[config.mk]
export PLATFORM = sky130hd
export DESIGN_NAME = maquina_maluca_lote_flat
export DESIGN_NICKNAME = d
export VERILOG_FILES = /design/src/rtl/maquina_maluca_lote_pkg.sv /design/src/rtl/maquina_maluca_lote_if.sv /design/src/rtl/maquina_maluca_lote_contador_etapa.sv /design/src/rtl/maquina_maluca_lote.sv /design/src/flat_wrapper.sv
export SDC_FILE = /design/constraint.sdc
export NUM_CORES = 1
export LEC_CHECK = 0
export CORE_AREA = 4 4 75 70
export CTS_CLUSTER_DIAMETER = 60
export CTS_CLUSTER_SIZE = 10
export DETAILED_ROUTE_END_ITERATION = 6
export DIE_AREA = 0 0 79 74
export SLEW_MARGIN = 20
export SYNTH_ARGS = -nofsm -noshare
export SYNTH_HDL_FRONTEND = slang
export SYNTH_SLANG_ARGS = --single-unit
export TNS_END_PERCENT = 30
[constraint.sdc]
create_clock -name clk -period 3.4 [get_ports clk]
set_clock_uncertainty 0.15 [all_clocks]
set_input_delay 0.68 -clock clk [delete_from_list [all_inputs] [get_ports clk]]
set_output_delay 0.68 -clock clk [all_outputs]
set_load 0.02 [all_outputs]
[src/rtl/maquina_maluca_lote_pkg.sv]
// Shared state codes and helpers for the batch coffee sequencer.
// Also used by the original single-brew controller and the bench.
package maquina_maluca_pkg;

  typedef enum logic [3:0] {
    IDLE                = 4'd1,
    LIGAR_MAQUINA       = 4'd2,
    VERIFICAR_AGUA      = 4'd3,
    ENCHER_RESERVATORIO = 4'd4,
    MOER_CAFE           = 4'd5,
    COLOCAR_NO_FILTRO   = 4'd6,
    PASSAR_AGITADOR     = 4'd7,
    TAMPEAR             = 4'd8,
    REALIZAR_EXTRACAO   = 4'd9
  } estado_t;

  function automatic int timer_w(int g, int e);
    int m;
    m = (g > e) ? g : e;
    return $clog2(m) + 1;
  endfunction

endpackage

[src/rtl/maquina_maluca_lote_if.sv]
// Request/status bundle of the batch sequencer.
// master: start, cups, abort out; status in. slave: the reverse.
interface maquina_maluca_lote_if #(
  parameter int CUPS_W  = 3,
  parameter int WATER_W = 4
);
  logic               start;
  logic [CUPS_W-1:0]  cups;
  logic               abort;
  logic [3:0]         state;
  logic               busy;
  logic               done;
  logic [WATER_W-1:0] water_level;
  logic [CUPS_W-1:0]  cups_left;

  modport master (
    output start, cups, abort,
    input  state, busy, done, water_level, cups_left
  );

  modport slave (
    input  start, cups, abort,
    output state, busy, done, water_level, cups_left
  );
endinterface

[src/rtl/maquina_maluca_lote_contador_etapa.sv]
// Loadable down-counter for the grind and extraction stages.
// Ports: clk, rst, load, load_val in; tc out (count is zero).
module contador_etapa #(
  parameter int W = 3
) (
  input  logic         clk,
  input  logic         rst,
  input  logic         load,
  input  logic [W-1:0] load_val,
  output logic         tc
);
  logic [W-1:0] cnt;

  always_ff @(posedge clk or posedge rst) begin
    if (rst)
      cnt <= '0;
    else if (load)
      cnt <= load_val;
    else if (cnt != '0)
      cnt <= cnt - 1'b1;
  end

  assign tc = (cnt == '0);
endmodule

[src/rtl/maquina_maluca_lote.sv]
// Batch coffee sequencer: brews 1..MAX_CUPS cups per start.
// Ports: clk, rst; bus (slave) carries request and status.
module maquina_maluca_lote
  import maquina_maluca_pkg::*;
#(
  parameter int MAX_CUPS       = 4,
  parameter int CUPS_W         = 3,
  parameter int TANK_CAP       = 8,
  parameter int WATER_W        = 4,
  parameter int FILL_RATE      = 2,
  parameter int CUP_COST       = 2,
  parameter int GRIND_CYCLES   = 3,
  parameter int EXTRACT_CYCLES = 4
) (
  input logic                 clk,
  input logic                 rst,
  maquina_maluca_lote_if.slave bus
);
  localparam int TW = timer_w(GRIND_CYCLES, EXTRACT_CYCLES);

  estado_t            st;
  estado_t            nxt;
  logic [WATER_W-1:0] wl;
  logic [CUPS_W-1:0]  cl;
  logic               dn;
  logic               tc;
  logic               ld;
  logic [TW-1:0]      ld_val;
  logic [WATER_W:0]   fill_sum;
  logic               req_ok;
  logic               kill;

  assign fill_sum = {1'b0, wl} + (WATER_W+1)'(FILL_RATE);
  assign req_ok   = bus.start && (bus.cups != '0) &&
                    (bus.cups <= CUPS_W'(MAX_CUPS));
  assign kill     = bus.abort && (st != IDLE);

  always_comb begin
    nxt = st;
    if (kill) begin
      nxt = IDLE;
    end else begin
      unique case (st)
        IDLE:
          if (req_ok) nxt = LIGAR_MAQUINA;
        LIGAR_MAQUINA:
          nxt = VERIFICAR_AGUA;
        VERIFICAR_AGUA:
          nxt = (wl >= WATER_W'(CUP_COST)) ?
                MOER_CAFE : ENCHER_RESERVATORIO;
        ENCHER_RESERVATORIO:
          if (wl >= WATER_W'(TANK_CAP)) nxt = VERIFICAR_AGUA;
        MOER_CAFE:
          if (tc) nxt = COLOCAR_NO_FILTRO;
        COLOCAR_NO_FILTRO:
          nxt = PASSAR_AGITADOR;
        PASSAR_AGITADOR:
          nxt = TAMPEAR;
        TAMPEAR:
          nxt = REALIZAR_EXTRACAO;
        REALIZAR_EXTRACAO:
          if (tc)
            nxt = (cl == CUPS_W'(1)) ? IDLE : VERIFICAR_AGUA;
        default:
          nxt = IDLE;
      endcase
    end
  end

  // Timer is reloaded on every state change: with the stage
  // length for timed stages, with zero everywhere else.
  always_comb begin
    ld     = (nxt != st);
    ld_val = '0;
    if (nxt == MOER_CAFE)
      ld_val = TW'(GRIND_CYCLES - 1);
    else if (nxt == REALIZAR_EXTRACAO)
      ld_val = TW'(EXTRACT_CYCLES - 1);
  end

  contador_etapa #(.W(TW)) u_etapa (
    .clk      (clk),
    .rst      (rst),
    .load     (ld),
    .load_val (ld_val),
    .tc       (tc)
  );

  always_ff @(posedge clk or posedge rst) begin
    if (rst) begin
      st <= IDLE;
      wl <= '0;
      cl <= '0;
      dn <= 1'b0;
    end else begin
      st <= nxt;
      dn <= 1'b0;
      if (kill) begin
        cl <= '0;
      end else begin
        case (st)
          IDLE:
            if (req_ok) cl <= bus.cups;
          ENCHER_RESERVATORIO:
            if (wl < WATER_W'(TANK_CAP))
              wl <= (fill_sum > (WATER_W+1)'(TANK_CAP)) ?
                    WATER_W'(TANK_CAP) : fill_sum[WATER_W-1:0];
          REALIZAR_EXTRACAO:
            if (tc) begin
              wl <= wl - WATER_W'(CUP_COST);
              cl <= cl - 1'b1;
              dn <= (cl == CUPS_W'(1));
            end
          default: ;
        endcase
      end
    end
  end

  assign bus.state       = st;
  assign bus.busy        = (st != IDLE);
  assign bus.done        = dn;
  assign bus.water_level = wl;
  assign bus.cups_left   = cl;
endmodule

[src/flat_wrapper.sv]
// flat-port wrapper written by rule: the top's interface ports become plain ports
module maquina_maluca_lote_flat import maquina_maluca_pkg::*;
#(
  parameter int MAX_CUPS       = 4,
  parameter int CUPS_W         = 3,
  parameter int TANK_CAP       = 8,
  parameter int WATER_W        = 4,
  parameter int FILL_RATE      = 2,
  parameter int CUP_COST       = 2,
  parameter int GRIND_CYCLES   = 3,
  parameter int EXTRACT_CYCLES = 4
)
  (clk, rst, bus_start, bus_cups, bus_abort, bus_state, bus_busy, bus_done, bus_water_level, bus_cups_left);
  maquina_maluca_lote_if #(.CUPS_W(CUPS_W), .WATER_W(WATER_W)) bus_i ();
  input logic clk;
  input logic rst;
  input wire logic [$bits(bus_i.start)-1:0] bus_start;
  input wire logic [$bits(bus_i.cups)-1:0] bus_cups;
  input wire logic [$bits(bus_i.abort)-1:0] bus_abort;
  output wire logic [$bits(bus_i.state)-1:0] bus_state;
  output wire logic [$bits(bus_i.busy)-1:0] bus_busy;
  output wire logic [$bits(bus_i.done)-1:0] bus_done;
  output wire logic [$bits(bus_i.water_level)-1:0] bus_water_level;
  output wire logic [$bits(bus_i.cups_left)-1:0] bus_cups_left;
  assign bus_i.start = bus_start;
  assign bus_i.cups = bus_cups;
  assign bus_i.abort = bus_abort;
  assign bus_state = bus_i.state;
  assign bus_busy = bus_i.busy;
  assign bus_done = bus_i.done;
  assign bus_water_level = bus_i.water_level;
  assign bus_cups_left = bus_i.cups_left;
  maquina_maluca_lote #(.MAX_CUPS(MAX_CUPS), .CUPS_W(CUPS_W), .TANK_CAP(TANK_CAP), .WATER_W(WATER_W), .FILL_RATE(FILL_RATE), .CUP_COST(CUP_COST), .GRIND_CYCLES(GRIND_CYCLES), .EXTRACT_CYCLES(EXTRACT_CYCLES)) u_core (.clk(clk), .rst(rst), .bus(bus_i));
endmodule
==> flow_summary_export.csv <==
group,metric,value,unit
status,status,"completed",
synthesis,syn_area_per_cell,8.95,um2
synthesis,syn_inst,122,
floorplan,die_w,79,um
route,vias,949,
synthesis,netlist_area,1090,um2
clock_tree,htree_levels,1,
setup_path,r2r_end,"u_core.u_etapa.cnt[0]$_DFFE_PP0P_",
sta,worst_hold_slack,0.423,ns
sta,min_period,2.90,ns
setup_path,endpoint_kind,"primary output",
synthesis,synth_cell_types,48,
global_route,grt_pass1_wl,4.08,mm
route,drtIter0Drc,30,
placement,place_area,1320,um2
setup_path,path_cells,"or4b_4, clkdlybuf4s50_1",
sta,setup_violations,0,
setup_path,rrSetupSlack,0.92,ns
clock_tree,path_clk_slew,0.06,ns
global_route,grt_pass1_vias,830,
route,dr.pass1.iters,4,
pwr,peakVddDrop,0.000326,V
synthesis,synth.top_cells.by_area,"dfrtp_1, ha_1, a21oi_1",
sta,tns,0,ns
global_route,antenna_found_initial,0,
cells_and_area,nNetsFinal,153,
global_route,grtUsageTotal,8.75,%
floorplan,die_h,74,um
pwr,leakage,0.545,nW
cells_and_area,final_util,30.9,%
clock_tree,cts-root-buf,"clkbuf_8",
placement,place_congestion,0.750,
global_route,grt_overflow,0,
clock_tree,ctsHoldBuffers,0,
floorplan,start_util,24.6,%
route,viasPerCell,4.75,
pwr,power.density,849,nW/um2
clock_tree,numCtsBuffers,3,
hold_path,hold_class,"reg2reg",
setup_path,timing.rr.start,"u_core.bus.state[0]$_DFF_PP1_",
placement,port-buffer-count,18,
sta,worst-slew-pin-transition,0.592,ns
hold_path,hold_end,"u_core.bus.water_level[1]$_DFFE_PP0P_",
synthesis,synth-seq-cells,14,
setup_path,reg2reg_depth,6,
synthesis,synth.net_count,136,
synthesis,yosysSeqAreaShare,32.2,%
setup_path,critPathArrivalTime,2.07,ns
sta,fmax,0.345,GHz
route,routedWlPerCell,12.3,um
setup_path,crit_fanout,15,
setup_path,critPathMaxStageDelay,0.69,ns
run,drv_cap,0,
global_route,grt_start_max_net_pins,16,
placement,dp_hpwl,1.85,mm
hold_path,min-delay-start,"u_core.bus.water_level[1]$_DFFE_PP0P_",
synthesis,async_reset_ff_share,100,%
setup_path,required,2.57,ns
clock_tree,cts_resized,0,
floorplan,core_area,4430,um2
synthesis,synth_top_area_cell,"dfrtp_1",
sta,slew-limit-headroom,60.5,%
hold_path,holdPathStages,1,
synthesis,synth.most_common_cell,"dfrtp_1",
synthesis,synth_common_cells,"dfrtp_1, nor2_1, a21oi_1, inv_1",
synthesis,synth-edff-count,0,
clock_tree,cts_sinks,14,
synthesis,yosysTopAreaCellShare,29.8,%
sta,slew_viol_final,0,
synthesis,ys_warn_count,0,
cells_and_area,antennaDiodeCount,0,
sta,hold_viol,0,
clock_tree,tritoncts,"yes",
floorplan,die-area,5850,um2
synthesis,synthFlopType,"dfrtp_1",
clock_tree,postCtsSetupRepairBufs,0,
route,ant_nets,0,
route,drc_errors,0,
cells_and_area,synthToLayoutAreaGrowth,25.4,%
sta,fin_crit_sh,85.2,%
pwr,p_total,1.16,mW
setup_path,worstSetupPathType,"reg2out",
clock_tree,clock_latency,0.25,ns
sta,grt_setup_unrepaired,"false",
setup_path,crit_path_top_delay_cell,"dfstp_2",
setup_path,crit_path_start_kind,"flop",
route,drt_wl_total,2.46,mm
floorplan,rows,23,
floorplan,io_pins,20,
cells_and_area,final_cell_area,1370,um2
cells_and_area,drive_above_1_share,10.1,%
clock_tree,ctsLongestPathBuffers,2,
[critical path, delay by kind of cell, from the launching register on]
kind | cells | cell delay, ns
DFF | 1 | 0.69
and+or+nand+nor | 1 | 0.56
buffers and inverters | 1 | 0.57
[through the flow]
step,setup slack (ns),instances
final,0.502,200
after global routing,0.428,200
after CTS,0.495,200
after detailed placement,0.577,196
after global placement,0.636,196
after floorplan,1.07,122
[worst max-delay path by stage]
stage / depth (start not counted) / endpoint / slack [ns] / from
global route: 2 / bus_busy / 0.43 / u_core.bus.state[0]$_DFF_PP1_
detailed placement: 7 / u_core.u_etapa.cnt[0]$_DFFE_PP0P_ / 0.58 / bus_cups[1]
CTS: 2 / bus_busy / 0.50 / u_core.bus.state[0]$_DFF_PP1_
global placement: 7 / u_core.u_etapa.cnt[1]$_DFFE_PP0P_ / 0.64 / bus_cups[1]
finish: 2 / bus_busy / 0.50 / u_core.bus.state[0]$_DFF_PP1_
floorplan: 6 / u_core.u_etapa.cnt[0]$_DFFE_PP0P_ / 1.07 / u_core.bus.state[0]$_DFF_PP1_
[layout by cell type, fill, tap and decap left out, drive strengths merged, types with 2 or more instances in the layout]
master,instances
a31oi,2
clkdlybuf4s50,18
mux2i,3
nor2b,3
nor4b,4
a211oi,3
dfrtp,13
o21ai,7
or3,2
nand2b,2
and2,2
clkbuf,4
xnor2,2
inv,10
nor4,3
nand3,5
nand2,7
a21oi,9
ha,7
nor3,3
nor2,11
[report_power, final]
group	switching (mW)	internal, mW
Sequential	0.0972	0.227
Combinational	0.355	0.314
Clock	0.0673	0.103
Total	0.520	0.644
[cells by family after synthesis]
group | share of synthesized area (%)
xor+xnor | 1.60
simple gates | 26.7
compound gates | 20.7
buf+inv | 6.64
flops | 32.2
other cells | 0.343
fa+ha+maj | 8.02
mux | 3.78
[cell type report]
cell class,count,area (um2)
repair buffers,18,180
inverters,10,37.5
clock buffers,4,55.1
multi-input cells,92,668
flip-flops and latches,14,352
fillers,492,3060
well taps,62,77.6
[registers in the layout, indices dropped and copies added (netlist names)]
| signal | flops |
|---|---|
| u_core.u_etapa.cnt | 3 |
| u_core.bus.done | 1 |
| u_core.bus.cups_left | 3 |
| u_core.bus.state | 4 |
| u_core.bus.water_level | 3 |
[metal layers]
layer | share of wire [%] | wire [um] | track usage [%] | vias up
met3 | 5.9 | 145 | 2.66 | 2
met1 | 50 | 1230 | 12.4 | 451
met5 | 0 | 0 | 0 | -
li1 | - | - | - | 467
met4 | 0.29 | 7 | 1.72 | 0
met2 | 44 | 1070 | 13.3 | 29
Note: power is estimated with default switching activity, not from simulation.
